`config.mk`:
```
export PLATFORM = sky130hd
export DESIGN_NAME = alu_share_ctrl
export DESIGN_NICKNAME = d
export VERILOG_FILES = /design/src/rtl/alu_share_ctrl.sv
export SDC_FILE = /design/constraint.sdc
export NUM_CORES = 1
export LEC_CHECK = 0
export CAP_MARGIN = 10
export CORE_ASPECT_RATIO = 1.1
export CORE_MARGIN = 2
export CORE_UTILIZATION = 43
export DETAILED_ROUTE_END_ITERATION = 8
export HOLD_SLACK_MARGIN = 0.15
export PLACE_DENSITY = 0.87
export SLEW_MARGIN = 40
export SYNTH_ARGS = -nofsm -noshare
export SYNTH_HDL_FRONTEND = slang
export SYNTH_SLANG_ARGS = --single-unit
export TNS_END_PERCENT = 30
```
`constraint.sdc`:
```
create_clock -name clk -period 2.79 [get_ports clk]
set_clock_uncertainty 0.1 [all_clocks]
set_input_delay 0.279 -clock clk [delete_from_list [all_inputs] [get_ports clk]]
set_output_delay 0.279 -clock clk [all_outputs]
set_load 0.03 [all_outputs]
```
`src/rtl/alu_share_ctrl.sv`:
```
// ============================================================================
// alu_share_ctrl : round-robin sequencer of two requesters onto one shared ALU
// Revision 1.0
// ============================================================================
`default_nettype none

module alu_share_ctrl #(
  parameter int WIDTH      = 32,
  parameter int MUL_CYCLES = 2,
  parameter int DIV_CYCLES = 4
) (
  input  logic             clk,
  input  logic             reset,
  input  logic             req0_valid,
  output logic             req0_ready,
  input  logic [7:0]       req0_op,
  input  logic [WIDTH-1:0] req0_input1,
  input  logic [WIDTH-1:0] req0_input2,
  input  logic             req1_valid,
  output logic             req1_ready,
  input  logic [7:0]       req1_op,
  input  logic [WIDTH-1:0] req1_input1,
  input  logic [WIDTH-1:0] req1_input2,
  output logic [WIDTH-1:0] alu_input1,
  output logic [WIDTH-1:0] alu_input2,
  output logic [7:0]       alu_controlresult,
  input  logic [WIDTH-1:0] alu_result,
  output logic             rsp_valid,
  input  logic             rsp_ready,
  output logic             rsp_id,
  output logic [WIDTH-1:0] rsp_result,
  output logic             rsp_err
);

  localparam int MAX_L = (MUL_CYCLES > DIV_CYCLES) ? MUL_CYCLES : DIV_CYCLES;
  localparam int CNT_W = $clog2(MAX_L + 1);
  localparam logic [7:0] OP_MUL = 8'd2;
  localparam logic [7:0] OP_DIV = 8'd3;
  localparam logic [CNT_W-1:0] MUL_LAST = CNT_W'(MUL_CYCLES - 1);
  localparam logic [CNT_W-1:0] DIV_LAST = CNT_W'(DIV_CYCLES - 1);

  typedef enum logic [1:0] {
    IDLE = 2'd0,
    EXEC = 2'd1,
    RESP = 2'd2
  } state_t;

  state_t           state_q, state_d;
  logic             rr_ptr_q, rr_ptr_d;
  logic             id_q, id_d;
  logic [7:0]       op_q, op_d;
  logic [WIDTH-1:0] a_q, a_d;
  logic [WIDTH-1:0] b_q, b_d;
  logic [CNT_W-1:0] cnt_q, cnt_d;
  logic [WIDTH-1:0] result_q, result_d;
  logic             err_q, err_d;

  logic             grant0, grant1;
  logic [7:0]       sel_op;
  logic [WIDTH-1:0] sel_a, sel_b;

  // rr_ptr only breaks ties; a lone requester is always granted
  assign grant0 = req0_valid & (~req1_valid | ~rr_ptr_q);
  assign grant1 = req1_valid & (~req0_valid |  rr_ptr_q);
  assign sel_op = grant1 ? req1_op     : req0_op;
  assign sel_a  = grant1 ? req1_input1 : req0_input1;
  assign sel_b  = grant1 ? req1_input2 : req0_input2;

  assign req0_ready        = (state_q == IDLE) & grant0;
  assign req1_ready        = (state_q == IDLE) & grant1;
  assign alu_input1        = (state_q == EXEC) ? a_q  : '0;
  assign alu_input2        = (state_q == EXEC) ? b_q  : '0;
  assign alu_controlresult = (state_q == EXEC) ? op_q : 8'd0;
  assign rsp_valid         = (state_q == RESP);
  assign rsp_id            = id_q;
  assign rsp_result        = result_q;
  assign rsp_err           = err_q;

  always_comb begin
    state_d  = state_q;
    rr_ptr_d = rr_ptr_q;
    id_d     = id_q;
    op_d     = op_q;
    a_d      = a_q;
    b_d      = b_q;
    cnt_d    = cnt_q;
    result_d = result_q;
    err_d    = err_q;
    case (state_q)
      IDLE: begin
        if (grant0 | grant1) begin
          id_d     = grant1;
          rr_ptr_d = ~grant1;
          op_d     = sel_op;
          a_d      = sel_a;
          b_d      = sel_b;
          // Illegal ops and divide-by-zero never reach the ALU
          if ((sel_op > OP_DIV) || ((sel_op == OP_DIV) && (sel_b == '0))) begin
            result_d = '0;
            err_d    = 1'b1;
            state_d  = RESP;
          end else begin
            if (sel_op == OP_MUL)      cnt_d = MUL_LAST;
            else if (sel_op == OP_DIV) cnt_d = DIV_LAST;
            else                       cnt_d = '0;
            state_d = EXEC;
          end
        end
      end
      EXEC: begin
        if (cnt_q == '0) begin
          result_d = alu_result;
          err_d    = 1'b0;
          state_d  = RESP;
        end else begin
          cnt_d = cnt_q - CNT_W'(1);
        end
      end
      RESP: begin
        if (rsp_ready) state_d = IDLE;
      end
      default: state_d = IDLE;
    endcase
  end

  always_ff @(posedge clk) begin
    if (reset) begin
      state_q  <= IDLE;
      rr_ptr_q <= 1'b0;
      id_q     <= 1'b0;
      op_q     <= 8'd0;
      a_q      <= '0;
      b_q      <= '0;
      cnt_q    <= '0;
      result_q <= '0;
      err_q    <= 1'b0;
    end else begin
      state_q  <= state_d;
      rr_ptr_q <= rr_ptr_d;
      id_q     <= id_d;
      op_q     <= op_d;
      a_q      <= a_d;
      b_q      <= b_d;
      cnt_q    <= cnt_d;
      result_q <= result_d;
      err_q    <= err_d;
    end
  end

endmodule

`default_nettype wire
```
==> reports/results.ini <==
[grt]
overflow=0
grt_max_degree=68
grt_pass1_wl_um=29700
antenna_found_initial=0
grt_usage_pct=27.4
first_global_vias=5628

[drt]
dr.first_iter.drc_count=525
vias=6076
wl_per_cell_um=18.1
drt-pass1-iter-count=6
wirelength_um=19500
vias_per_cell=5.64
drc_errors=0
ant_nets=0

[timing]
whs_ns=0.320
tns_ns=0
fmax_ghz=0.395
tightestPinTransition_ns=0.586
setup_viol=0
period_needed_ns=2.53
finalCritPeriodShare_pct=90.7
drv_slew=0
slew_headroom_pct=60.9
hold_viol=0
rsz0062_at_grt=false

[placement]
place_hpwl_um=13800
routabilityCongestion=0.888
place_area_mm2=0.00831
port_buffers=289

[clocking]
cts_num_sinks=112
htreeDepth=3
cts_tree=done
clkTransAtPathRegs_ns=0.07
cts_hold_buf=0
cts.path.max_buffers=2
cts_setup_buffers=0
root_buffer=clkbuf_16
post_cts_resized=0
numCtsBuffers=9
clock_latency_ns=0.35

[yosys]
ys_seq_elements=112
syn_avg_cell_area_um2=8.15
yosysWarnings=0
synthesis.nets=841
synth-seq-area-share_pct=41.8
synthMuxAreaShare_pct=0.397
synth_cells=658
synth_fa_ha_area_share_pct=0.467
synth_top_family_by_area=simple AND/OR/NAND/NOR gates
synth-simple-area-share_pct=30.9
async_flop_share_pct=0
synth_cell_types=42
synth_compound_area_share_pct=20.8
ys.flop_type=dfxtp_1
syn_area_mm2=0.00536
synth_xor_area_share_pct=0
synth_edf_count=0

[final_layout]
fillers=984
diodes=0
drive_gt1_share_pct=11.8
fin_nets=1101
area_delta_synth_final_pct=60.6
final_area_mm2=0.00861
final_cell_mix=clkdlybuf4s50_1, nand2_1, dfxtp_1
mostFrequentLayoutCell=clkdlybuf4s50_1

[floorplan]
fp.dieH_um=121
initial_core_util_pct=44.3
die_area_mm2=0.0134
ios=290
die_width_um=110
num_rows=42
coreArea_mm2=0.0121

[setup_path]
crit_fanout=16
slowest_delay_ns=0.71
cp_top_family=buffers and inverters
critical_path_arrival_ns=2.15
path_buf_inv=2
cp-start-kind=flop
timing.rr.start=state_q[1]$_SDFFE_PP0P_
critPathLaunch=state_q[0]$_SDFFE_PP0P_
crit_path_end_kind=output port
cp.required_ns=2.41
path_cells=inv_1 -> nor2_4 -> and2_1 -> clkdlybuf4s50_1
cpMaxStageDelayCell=clkdlybuf4s50_1
crit_type=flop to output port

[pwr]
clockPowerShare_pct=33.8
p_sw_share_pct=27.0
pwr-share-comb_pct=20.5
seqPwrFrac_pct=45.7
ir_worst_vdd_mv=0.278
switching_power_mw=1.04
power_density_mw_per_mm2=447
p_leak_nw=3.38
internal-power_mw=2.81

[job]
cap_violations=0

[hold_path]
hold_start=reset
hold_class=input port to flop

[status]
status=finished, final reports clean

-- cells in the mapped netlist (all sizes together), types with 3 or more instances --
cell / number / area share (%)
nand2: 114 / 8.0
dfxtp: 112 / 42
nor2: 85 / 6.0
and2: 74 / 8.6
clkbuf: 59 / 4.1
nor4: 45 / 5.5
a311oi: 40 / 6.5
a222oi: 31 / 5.8
a31o: 31 / 5.1
a21oi: 10 / 0.93
inv: 7 / 0.49
buf: 6 / 1.0
nor3: 6 / 0.65
nand2b: 4 / 0.47
o21ai: 4 / 0.37
nand3: 3 / 0.28
-- flip-flops by register name, summed over array words and instances (netlist names) --
name / flops
a_q: 32
rsp_result: 32
rsp_err: 1
cnt_q: 3
rsp_id: 1
state_q: 2
b_q: 32
op_q: 8
rr_ptr_q: 1
-- routing by layer --
metal | routed length [um] | GRT usage [%] | part of all wire (%)
met1 | 7740 | 33.4 | 40
met2 | 9420 | 46.2 | 48
met3 | 1630 | 7.19 | 8.4
met4 | 692 | 11.3 | 3.6
met5 | 0 | 0 | 0
-- final timing paths --
kind / end / slack (ns) / cells past startpoint
max: alu_input1[8] / 0.26 / 4
min reg2reg: rsp_result[11]$_SDFFE_PP0P_ / 0.38 / 1
max reg2reg: a_q[31]$_SDFFE_PP0P_ / 0.65 / 6
min: state_q[0]$_SDFFE_PP0P_ / 0.32 / 2
-- cells by family (layout without fill, tap and decap cells) --
group / after synthesis / count (layout)
mux: 2 / 2
fa+ha+maj: 2 / 2
simple gates: 341 / 342
buf+inv: 72 / 336
flops: 112 / 112
compound gates: 129 / 129
-- power groups by stage --
stage                     Clock (mW)  Sequential, mW  Combinational, mW
after floorplan                    0            1.78              0.382
after global placement             0            1.79              0.772
after detailed placement           0            1.79              0.780
after CTS                       1.32            1.76              0.784
after global routing            1.38            1.77              0.853
final                           1.30            1.76              0.787
-- layout make-up --
class	count	area, um2	share of cell area [%]
repair buffers	313	3010	35.0
multi-input cells	475	2850	33.1
flip-flops and latches	112	2240	26.0
clock buffers	11	233	2.70
well taps	154	193	2.24
clock inverters	5	57.6	0.669
inverters	7	26.3	0.305
-- metrics by stage --
stage                     worst slack [ns]  total power [mW]  cells  util, %
after floorplan                      0.804              2.17    658        -
after global placement               0.180              2.56   1060     68.7
after CTS                           0.0437              3.86   1076     71.1
after global routing                 0.102              4.01   1077     71.2
final                                0.258              3.84   1077     71.2
after detailed placement             0.165              2.57   1060     68.7
(Power assumes the default switching activity.)
